## src/rtl/mc_pkg.sv

```systemverilog
// Shared constants for the multicycle controller: state codes, opcode/funct
// values, datapath select encodings and the per-instruction ALU setup.
package mc_pkg;

    localparam logic [3:0] S_FETCH  = 4'd0;
    localparam logic [3:0] S_DECODE = 4'd1;
    localparam logic [3:0] S_EXEC   = 4'd2;
    localparam logic [3:0] S_MEM_RD = 4'd3;
    localparam logic [3:0] S_MEM_WR = 4'd4;
    localparam logic [3:0] S_WB_ALU = 4'd5;
    localparam logic [3:0] S_WB_MEM = 4'd6;
    localparam logic [3:0] S_BRANCH = 4'd7;
    localparam logic [3:0] S_JUMP   = 4'd8;
    localparam logic [3:0] S_HALT   = 4'd9;

    localparam logic [5:0] OPC_RTYPE = 6'h00;
    localparam logic [5:0] OPC_J     = 6'h02;
    localparam logic [5:0] OPC_JAL   = 6'h03;
    localparam logic [5:0] OPC_BEQ   = 6'h04;
    localparam logic [5:0] OPC_ADDI  = 6'h08;
    localparam logic [5:0] OPC_ORI   = 6'h0D;
    localparam logic [5:0] OPC_LUI   = 6'h0F;
    localparam logic [5:0] OPC_LW    = 6'h23;
    localparam logic [5:0] OPC_SW    = 6'h2B;

    localparam logic [5:0] FN_JR   = 6'h08;
    localparam logic [5:0] FN_ADDU = 6'h21;
    localparam logic [5:0] FN_SUBU = 6'h23;
    localparam logic [5:0] FN_SLT  = 6'h2A;

    localparam logic [1:0] PC_PLUS4  = 2'b00;
    localparam logic [1:0] PC_BRANCH = 2'b01;
    localparam logic [1:0] PC_JUMP   = 2'b10;
    localparam logic [1:0] PC_REG    = 2'b11;

    localparam logic [1:0] RD_RT = 2'b00;
    localparam logic [1:0] RD_RD = 2'b01;
    localparam logic [1:0] RD_RA = 2'b10;

    localparam logic [1:0] M2R_ALU = 2'b00;
    localparam logic [1:0] M2R_MEM = 2'b01;
    localparam logic [1:0] M2R_PC4 = 2'b10;
    localparam logic [1:0] M2R_SLT = 2'b11;

    localparam logic [1:0] ALU_ADD = 2'b00;
    localparam logic [1:0] ALU_SUB = 2'b01;
    localparam logic [1:0] ALU_OR  = 2'b10;
    localparam logic [1:0] ALU_SLT = 2'b11;

    localparam logic [1:0] EXT_ZERO  = 2'b00;
    localparam logic [1:0] EXT_SIGN  = 2'b01;
    localparam logic [1:0] EXT_UPPER = 2'b10;

    typedef enum logic [3:0] {
        OP_ADDU, OP_SUBU, OP_SLT, OP_JR, OP_ADDI, OP_ORI,
        OP_LUI, OP_LW, OP_SW, OP_BEQ, OP_J, OP_JAL
    } op_class_t;

    typedef struct packed {
        logic [1:0] aluctr;
        logic       alusrc;
        logic [1:0] extop;
    } alu_ctrl_t;

    function automatic alu_ctrl_t alu_ctrl_for(input op_class_t op);
        alu_ctrl_t c;
        c = '{aluctr: ALU_ADD, alusrc: 1'b0, extop: EXT_ZERO};
        case (op)
            OP_SUBU:             c = '{aluctr: ALU_SUB, alusrc: 1'b0, extop: EXT_ZERO};
            OP_SLT:              c = '{aluctr: ALU_SLT, alusrc: 1'b0, extop: EXT_ZERO};
            OP_ADDI, OP_LW, OP_SW: c = '{aluctr: ALU_ADD, alusrc: 1'b1, extop: EXT_SIGN};
            OP_ORI:              c = '{aluctr: ALU_OR,  alusrc: 1'b1, extop: EXT_ZERO};
            OP_LUI:              c = '{aluctr: ALU_OR,  alusrc: 1'b1, extop: EXT_UPPER};
            // branch offset is sign-extended; the ALU compares registers
            OP_BEQ:              c = '{aluctr: ALU_SUB, alusrc: 1'b0, extop: EXT_SIGN};
            default:             c = '{aluctr: ALU_ADD, alusrc: 1'b0, extop: EXT_ZERO};
        endcase
        return c;
    endfunction

    function automatic logic is_mem_state(input logic [3:0] s);
        return (s == S_FETCH) || (s == S_MEM_RD) || (s == S_MEM_WR);
    endfunction

endpackage

```

## src/rtl/mc_decode.sv

```systemverilog
// Combinational instruction decoder: classifies the instruction register
// contents into an op class and flags unsupported encodings.
module mc_decode
    import mc_pkg::*;
(
    input  logic [31:0] ins,
    output op_class_t   op_class,
    output logic        illegal
);

    logic [5:0] opcode;
    logic [5:0] funct;
    logic       unused_bits;

    assign opcode = ins[31:26];
    assign funct  = ins[5:0];
    // operand fields are not part of the decode
    assign unused_bits = ^ins[25:6];

    always_comb begin
        op_class = OP_ADDU;
        illegal  = 1'b0;
        case (opcode)
            OPC_RTYPE: begin
                case (funct)
                    FN_ADDU: op_class = OP_ADDU;
                    FN_SUBU: op_class = OP_SUBU;
                    FN_SLT:  op_class = OP_SLT;
                    FN_JR:   op_class = OP_JR;
                    default: illegal  = 1'b1;
                endcase
            end
            OPC_ADDI: op_class = OP_ADDI;
            OPC_ORI:  op_class = OP_ORI;
            OPC_LUI:  op_class = OP_LUI;
            OPC_LW:   op_class = OP_LW;
            OPC_SW:   op_class = OP_SW;
            OPC_BEQ:  op_class = OP_BEQ;
            OPC_J:    op_class = OP_J;
            OPC_JAL:  op_class = OP_JAL;
            default:  illegal  = 1'b1;
        endcase
    end

endmodule

```

## src/rtl/mc_controller.sv

```systemverilog
// Multicycle CPU control FSM with memory-wait timeout and sticky error.
// Optional MC_CTRL_PERF_EN adds a 32-bit instruction counter output.
module mc_controller
    import mc_pkg::*;
#(
    parameter int TIMEOUT_CYC = 15
) (
    input  logic        clk,
    input  logic        rst,
    input  logic [31:0] ins,
    input  logic        zero,
    input  logic        overflow,
    input  logic        mem_ready,
    output logic        pc_write,
    output logic        ir_write,
    output logic        reg_write,
    output logic        mem_read,
    output logic        mem_write,
    output logic        alusrc,
    output logic [1:0]  pc_src,
    output logic [1:0]  regdst,
    output logic [1:0]  memtoreg,
    output logic [1:0]  aluctr,
    output logic [1:0]  extop,
    output logic [3:0]  state,
    output logic        err
`ifdef MC_CTRL_PERF_EN
    ,
    output logic [31:0] instr_cnt
`endif
);

    localparam int WCNT_W = $clog2(TIMEOUT_CYC + 1);

    logic [3:0]        state_reg, state_next;
    op_class_t         op_reg, op_next;
    logic [WCNT_W-1:0] wait_cnt_reg, wait_cnt_next;
    logic              err_reg, err_next;

    op_class_t         dec_op;
    logic              dec_illegal;
    logic              in_mem;
    logic              timed_out;
    alu_ctrl_t         alu_cfg;

    mc_decode u_decode (
        .ins      (ins),
        .op_class (dec_op),
        .illegal  (dec_illegal)
    );

    assign in_mem    = is_mem_state(state_reg);
    assign timed_out = in_mem && !mem_ready &&
                       (wait_cnt_reg == WCNT_W'(TIMEOUT_CYC - 1));

    always_comb begin
        state_next = state_reg;
        op_next    = op_reg;
        err_next   = err_reg;
        case (state_reg)
            S_FETCH:  if (mem_ready) state_next = S_DECODE;
            S_DECODE: begin
                op_next = dec_op;
                if (dec_illegal) begin
                    state_next = S_HALT;
                    err_next   = 1'b1;
                end else if (dec_op inside {OP_J, OP_JAL, OP_JR}) begin
                    state_next = S_JUMP;
                end else begin
                    state_next = S_EXEC;
                end
            end
            S_EXEC: begin
                case (op_reg)
                    OP_LW:   state_next = S_MEM_RD;
                    OP_SW:   state_next = S_MEM_WR;
                    OP_BEQ:  state_next = S_BRANCH;
                    default: state_next = S_WB_ALU;
                endcase
            end
            S_MEM_RD: if (mem_ready) state_next = S_WB_MEM;
            S_MEM_WR: if (mem_ready) state_next = S_FETCH;
            S_WB_ALU, S_WB_MEM, S_BRANCH, S_JUMP: state_next = S_FETCH;
            S_HALT:   state_next = S_HALT;
            default: begin
                state_next = S_HALT;
                err_next   = 1'b1;
            end
        endcase
        if (timed_out) begin
            state_next = S_HALT;
            err_next   = 1'b1;
        end
    end

    // counter restarts whenever a memory state is (re)entered
    always_comb begin
        wait_cnt_next = '0;
        if (in_mem && (state_next == state_reg))
            wait_cnt_next = wait_cnt_reg + 1'b1;
    end

    always_ff @(posedge clk or negedge rst) begin
        if (!rst) begin
            state_reg    <= S_FETCH;
            op_reg       <= OP_ADDU;
            wait_cnt_reg <= '0;
            err_reg      <= 1'b0;
        end else begin
            state_reg    <= state_next;
            op_reg       <= op_next;
            wait_cnt_reg <= wait_cnt_next;
            err_reg      <= err_next;
        end
    end

    // ALU setup chosen in EXEC is held through the dependent state so the
    // flags and address stay valid while they are consumed.
    always_comb begin
        pc_write  = 1'b0;
        ir_write  = 1'b0;
        reg_write = 1'b0;
        mem_read  = 1'b0;
        mem_write = 1'b0;
        alusrc    = 1'b0;
        pc_src    = PC_PLUS4;
        regdst    = RD_RT;
        memtoreg  = M2R_ALU;
        aluctr    = ALU_ADD;
        extop     = EXT_ZERO;
        alu_cfg   = alu_ctrl_for(op_reg);
        if (rst) begin
            if (state_reg inside {S_EXEC, S_MEM_RD, S_MEM_WR, S_WB_ALU, S_BRANCH}) begin
                aluctr = alu_cfg.aluctr;
                alusrc = alu_cfg.alusrc;
                extop  = alu_cfg.extop;
            end
            case (state_reg)
                S_FETCH: begin
                    mem_read = 1'b1;
                    ir_write = mem_ready;
                    pc_write = mem_ready;
                end
                S_MEM_RD: mem_read  = 1'b1;
                S_MEM_WR: mem_write = 1'b1;
                S_WB_ALU: begin
                    reg_write = !((op_reg == OP_ADDI) && overflow);
                    regdst    = (op_reg inside {OP_ADDU, OP_SUBU, OP_SLT}) ? RD_RD : RD_RT;
                    memtoreg  = (op_reg == OP_SLT) ? M2R_SLT : M2R_ALU;
                end
                S_WB_MEM: begin
                    reg_write = 1'b1;
                    memtoreg  = M2R_MEM;
                    regdst    = RD_RT;
                end
                S_BRANCH: begin
                    pc_write = zero;
                    pc_src   = PC_BRANCH;
                end
                S_JUMP: begin
                    pc_write = 1'b1;
                    pc_src   = (op_reg == OP_JR) ? PC_REG : PC_JUMP;
                    if (op_reg == OP_JAL) begin
                        reg_write = 1'b1;
                        regdst    = RD_RA;
                        memtoreg  = M2R_PC4;
                    end
                end
                default: ;
            endcase
        end
    end

    assign state = state_reg;
    assign err   = err_reg;

`ifdef MC_CTRL_PERF_EN
    logic [31:0] instr_cnt_reg;

    always_ff @(posedge clk or negedge rst) begin
        if (!rst)
            instr_cnt_reg <= 32'd0;
        else if ((state_next == S_FETCH) && (state_reg != S_FETCH))
            instr_cnt_reg <= instr_cnt_reg + 32'd1;
    end

    assign instr_cnt = instr_cnt_reg;
`endif

endmodule

```

## config.mk

```make
export PLATFORM = sky130hd
export DESIGN_NAME = mc_controller
export DESIGN_NICKNAME = d
export VERILOG_FILES = /design/src/rtl/mc_pkg.sv /design/src/rtl/mc_decode.sv /design/src/rtl/mc_controller.sv
export SDC_FILE = /design/constraint.sdc
export NUM_CORES = 1
export LEC_CHECK = 0
export ABC_AREA = 1
export CORE_ASPECT_RATIO = 0.75
export CORE_MARGIN = 8
export CORE_UTILIZATION = 35
export DETAILED_ROUTE_END_ITERATION = 8
export GPL_ROUTABILITY_DRIVEN = 0
export PLACE_DENSITY = 0.82
export SLEW_MARGIN = 20
export SYNTH_ARGS = -nofsm -noshare
export SYNTH_HDL_FRONTEND = slang
export SYNTH_SLANG_ARGS = --single-unit
```

## constraint.sdc

```tcl
create_clock -name clk -period 1.8 [get_ports clk]
set_clock_uncertainty 0.2 [all_clocks]
set_input_delay 0.36 -clock clk [delete_from_list [all_inputs] [get_ports clk]]
set_output_delay 0.36 -clock clk [all_outputs]
set_load 0.03 [all_outputs]
```

[Word level (Yosys, flattened, before mapping)]
Memory sizes are Yosys's and may differ from the RTL's.
Index checks and enable logic that the tools add are counted.
Operators by class
  $add $sub $neg: 1
  equal/unequal tests: 36
  multiplexer cells: 43
  reductions and logical operators: 20
Operators by type and width (count)
  case mux 4 bit (9 select lines): 1
  == test 4 bit, second input constant: 8
  == test 6 bit, second input constant: 5
  two-way mux 4 bit: 7
  == test 4 x 3 -> 1 bit, second input constant: 6
  == test 6 x 4 -> 1 bit, second input constant: 4
  case mux 4 bit (6 select lines): 1
  == test 4 x 2 -> 1 bit, second input constant: 5
  two-way mux 2 bit: 9
  two-way mux 1 bit: 16
  == test 6 x 2 -> 1 bit, second input constant: 2
  case mux 2 bit (3 select lines): 2
  case mux 3 bit (3 select lines): 1
  OR reduction 9 bit: 1
  == test 4 x 1 -> 1 bit, second input constant: 2
  logical NOT 4 bit: 2
  case mux 2 bit (2 select lines): 2
  OR reduction 4 bit: 2
  OR reduction 8 bit: 1
  == test 6 x 3 -> 1 bit, second input constant: 1
  logical NOT 6 bit: 1
  case mux 1 bit (3 select lines): 2
  nonzero test 3 bit: 2
  nonzero test 5 bit: 1
  other kinds (10): 16
Storage, ports and cells
  register bits: 13
  bits in read-only memories: 80
  input port bits: 37
  output and inout port bits: 21
  logic and storage cells: 105
  memories: 1
Memories
  (no name shown): depth 16, width 5, read ports 1, clocked after memory_dff 0, write ports 0, line mc_pkg.sv:68  | case (op)

[Depth between registers and ports, before layout]
Gate-level depths: netlist (run 1).
  depth after elaboration: 12
  mapped depth: 13
  mapped depth without buffers: 13

[By module]
Synthesis (run 1) repeated with hierarchy kept, for this count alone.
Unflattened totals
  cells, all modules: 210
  area total of the unflattened synthesis: 1331.3 µm²
Modules (own cells, without submodules)
  mc_controller: instances 1, cells each 154, area each 1063.5 µm², sequential area each 325.3 µm²
  mc_decode: instances 1, cells each 56, area each 267.8 µm², sequential area each 0.0 µm²

[Worst setup path before layout (run 1)]
Ideal clock, no wire load.
  path kind: register to output
  start point: register state_reg[2], in the netlist state[2]
  end point: output port regdst[0]
  data arrival time: 1.699 ns
  data required time: 1.240 ns
  slack: -0.459 ns
  stages on the path, launching flop included: 7
  path buffers: 0
  cell sequence: dfrtp_1 inv_2 nor2_2 inv_1 nor2_1 inv_1 nor3_1
On the way
  word-level cells in the longest chain between the ends: 3
  elaborated cells between the ends (all ways): 4
  those cells by class: eq/ne: 2; mux: 2
Ends and longest elaborated chain
  start: declaration: line mc_controller.sv:35  | logic [3:0] state_reg, state_next;
  start signal: assignment: line mc_controller.sv:110  | state_reg <= state_next;
  == test 4 bit / == test 4 x 3 -> 1 bit (equally long branches): line mc_controller.sv:138  | case (state_reg)
  case mux 2 bit (2 select lines) *: line mc_controller.sv:138
  two-way mux 2 bit *: line mc_controller.sv:132  | if (rst) begin
  end: declaration: line mc_controller.sv:21  | output logic [1:0] regdst,
Every way passes the cells marked *; elsewhere a longest branch is shown, timed or not.

[Final worst setup path (run 1)]
  start point: register state_reg[0], in the netlist state[0]
  end point: output port memtoreg[1]
On the way
  word-level cells in the longest chain between the ends: 3
  elaborated cells between the ends (all ways): 5
  those cells by class: eq/ne: 3; mux: 2
Ends and longest elaborated chain
  == test 4 bit / == test 4 x 3 -> 1 bit (equally long branches): line mc_controller.sv:138
  case mux 2 bit (3 select lines) *: line mc_controller.sv:138
  two-way mux 2 bit *: line mc_controller.sv:132
  end: declaration: line mc_controller.sv:22  | output logic [1:0] memtoreg,
Marked as above.

==> reports/qor.csv, run 1 <==
stage,metric,value,unit
detailed_routing,final antenna-violating net count,0,
worst_setup_path,critical path arrival,1.73,ns
synth,Synth Register Bits,13,
worst_setup_path,type of origin of the critical path,flop,
clocking,"Hold-fix buffers, CTS",0,
synth,Yosys top cell area share,25.7,%
clocking,CTS tree,yes,
floorplanning,I/O pin count,58,
detailed_routing,DRT Wirelength,6960,um
finish,Nets,373,
clocking,Max clock buf depth,2,
worst_setup_path,"slowest stage delay, CP",0.48,ns
timing,"Slew Viols, Final",0,
floorplanning,Starting Density,35.5,%
worst_setup_path,Worst Setup SP,state[0]$_DFF_PN0_,
finish,final non-filler cell total,371,
placement,DP Area,0.00217,mm2
global_routing,largest net degree at the start of global routing,11,
worst_setup_path,depth of the worst register-to-register path,11,
synth,top post-synthesis cells by area,"dfrtp_1 (26%), nand2_1 (11%), nor2_1 (10%)",
synth,Mapped Area,0.00127,mm2
timing,final setup violation count,30,
pwr,pwr dens,1330,mW/mm2
synth,"Avg Cell Area, Syn",6.21,um2
floorplanning,FP Rows,19,
worst_setup_path,FF-to-FF setup slack,-0.39,ns
synth,Main synth FF type,dfrtp_1,
worst_setup_path,Worst setup endpoint,memtoreg[1],
timing,final count of hold timing violations,0,
floorplanning,Core ar.,0.00357,mm2
synth,asr flop ratio synth,100,%
worst_setup_path,CP Buf/Inv Count,5,
detailed_routing,WL met1,2690,um
floorplanning,Chip Height,68.1,um
hold_path,worst min path class,input port to async pin,
global_routing,vias in the first global route,1709,
worst_setup_path,Crit path max-delay family,flip-flops,
clocking,clk sink count,13,
detailed_routing,vias,2006,
detailed_routing,met3 wire length,468,um
detailed_routing,Vias per Instance,5.41,
detailed_routing,drt wl/cell,18.8,um
timing,Fmax,436,MHz
pwr,Peak VDD IR,0.706,mV
detailed_routing,top layer in use,met4,
synth,Synth Instances,204,
finish,"Area growth, synth to finish",132,%
status,failing checks,setup timing,
finish,fraction of layout cells with a size suffix above 1,62.9,%
detailed_routing,DR iter-0 viols,151,
timing,fin crit period,2.29,ns
synth,sequential fraction of the synthesis area,25.7,%
worst_setup_path,Stages on worst setup path,9,
global_routing,Overall Global Routing Usage,16.7,%
clocking,Clock Latency Late Sink,0.26,ns
worst_setup_path,CP Class,flop to output port,
synth,YS warnings,0,
status,outcome,"complete, but fails checks",
timing,RSZ-0062 raised after global routing,yes,
finish,ant diodes,0,
worst_setup_path,"Max stage delay cell, worst path",dfrtp_2,
clocking,"CTS clk-pin slew, worst paths",0.06,ns
worst_setup_path,Worst Path Required,1.24,ns
pwr,P_leak,1.42,nW
finish,Finished Cell Area,0.00293,mm2
synth,cell taking the most area after synthesis,dfrtp_1,
worst_setup_path,Worst R2R Start,state[1]$_DFF_PN0_,
global_routing,GRT overflow,0,
clocking,CTS Buf Count,3,
worst_setup_path,CP cell instances,"inv_4, nor2_1, inv_1, nor2_2, inv_2, nor2_2, inv_2, a21oi_4, buf_6",
global_routing,antenna violations before repair,0,
timing,final worst-path setup slack,-0.494,ns
timing,worst-margin pin slew,0.320,ns
synth,number of flops mapped to enable cells by yosys,0,
job,Max Cap Viol,0,
timing,Final Cycle Share,127,%
timing,max_slew headroom,78.7,%
worst_setup_path,RR Endpoint,wait_cnt_reg[1]$_DFF_PN0_,
global_routing,first-pass GRT wire length,7870,um
clocking,CTS H-tree lvls,1,
clocking,root buffer cell,clkbuf_8,
detailed_routing,DRC errors left,0,
placement,IO buf count,37,
floorplanning,Die Wd,85.5,um
placement,placed wire-length estimate,3070,um
worst_setup_path,CP max FO,4,
floorplanning,Die Area,0.00582,mm2
worst_setup_path,Worst Setup End Kind,output port,
detailed_routing,First-pass DRT Iterations,4,
synth,Synth cell types,24,
synth,Synthesized Nets,247,
placement,dpl cells,329,
detailed_routing,met2 WL,3430,um
[area by class of cell]
type | instances | area [um2]
repair buffers | 122 | 1100
fillers | 171 | 632
well taps | 42 | 52.6
multi-input cells | 153 | 1240
clock buffers | 4 | 45.0
flip-flops and latches | 13 | 335
inverters | 37 | 158
[cells in the mapped netlist (3+ instances only)]
cell type,instances
o21ai_0,8
dfrtp_1,13
nor2_1,35
ha_1,6
nor3_1,3
a31oi_1,4
nand4_1,4
nand3_1,22
a21oi_1,10
inv_1,29
inv_2,7
nor2_4,3
nor2_2,8
nand2_1,37
nand2_2,6
[timing repair]
item,in CTS,in global routing
gates resized for setup,80,66
pin swaps,18,32
setup buffers,33,18
setup endpoints to repair,25,30
[cell usage in the layout (no fill, tap or decap), drive strengths merged]
cell type      netlist  routed
nand4                4       4
a21oi               11      11
nand3               22      22
clkbuf               0       6
xor2                 1       1
nor2                46      46
o21bai               1       1
clkdlybuf4s15        0       1
dlymetal6s2s         0       5
o21ai                8       8
o211ai               1       1
a31oi                4       4
clkdlybuf4s50        0       3
nand2               43      43
inv                 36      36
o31ai                1       1
dlygate4sd2          0       9
buf                  1     102
nor3                 4       4
ha                   6       6
dfrtp               13      13
xnor2                1       1
clkinv               1       1
[power by group]
| part | internal [mW] | leakage [nW] | switching (mW) |
|---|---|---|---|
| clock network | 0.158 | 0.0228 | 0.121 |
| registers | 0.379 | 0.157 | 0.177 |
| logic | 1.53 | 1.24 | 1.55 |
[how the worst min path moves through the flow]
stage                           endpoint  slack [ns]  depth (start not counted)
2_1_floorplan            err$_DFFE_PN0P_       -0.14                          0
3_3_place_gp   wait_cnt_reg[0]$_DFF_PN0_        0.27                          1
3_5_place_dp   wait_cnt_reg[0]$_DFF_PN0_        0.29                          1
4_1_cts               state[2]$_DFF_PN0_        0.02                          2
5_1_grt               state[2]$_DFF_PN0_        0.06                          2
6_report              state[2]$_DFF_PN0_        0.06                          2
[routing by layer]
| layer | GRT usage (%) | vias up |
|---|---|---|
| met2 | 30.6 | 130 |
| met4 | 7.61 | 0 |
| met3 | 1.80 | 44 |
| li1 | - | 897 |
| met5 | 0 | - |
| met1 | 19.7 | 935 |
[cells by family after synthesis]
group / after synthesis / synth area share (%)
buf+inv: 38 / 11.9
simple gates: 119 / 43.6
flops: 13 / 25.7
compound gates: 26 / 11.6
fa+ha+maj: 6 / 5.93
xor+xnor: 2 / 1.38
[through the flow]
step / power [mW] / TNS (ns) / util [%] / setup slack [ns] / hold WS [ns]
floorplan: 1.37 / -1.02 / - / -0.119 / -0.136
global placement: 2.02 / -5.61 / 60.9 / -0.415 / 0.271
detailed placement: 2.06 / -6.07 / 60.9 / -0.481 / 0.292
CTS: 3.04 / -4.13 / 73.7 / -0.279 / 0.0241
global route: 4.04 / -10.14 / 82.3 / -0.543 / 0.0603
finish: 3.91 / -9.02 / 82.3 / -0.494 / 0.0582
(Power assumes the default switching activity.)
==> inputs of run 2 (changes only) <==
--- a/config.mk
+++ b/config.mk
@@ -6,6 +6,7 @@
 export NUM_CORES = 1
 export LEC_CHECK = 0
 export ABC_AREA = 1
+export CAP_MARGIN = 20
 export CORE_ASPECT_RATIO = 0.75
 export CORE_MARGIN = 8
 export CORE_UTILIZATION = 35
==> results of run 2 <==
No change in the layout: final DEF, timing and power equal those of run 1.
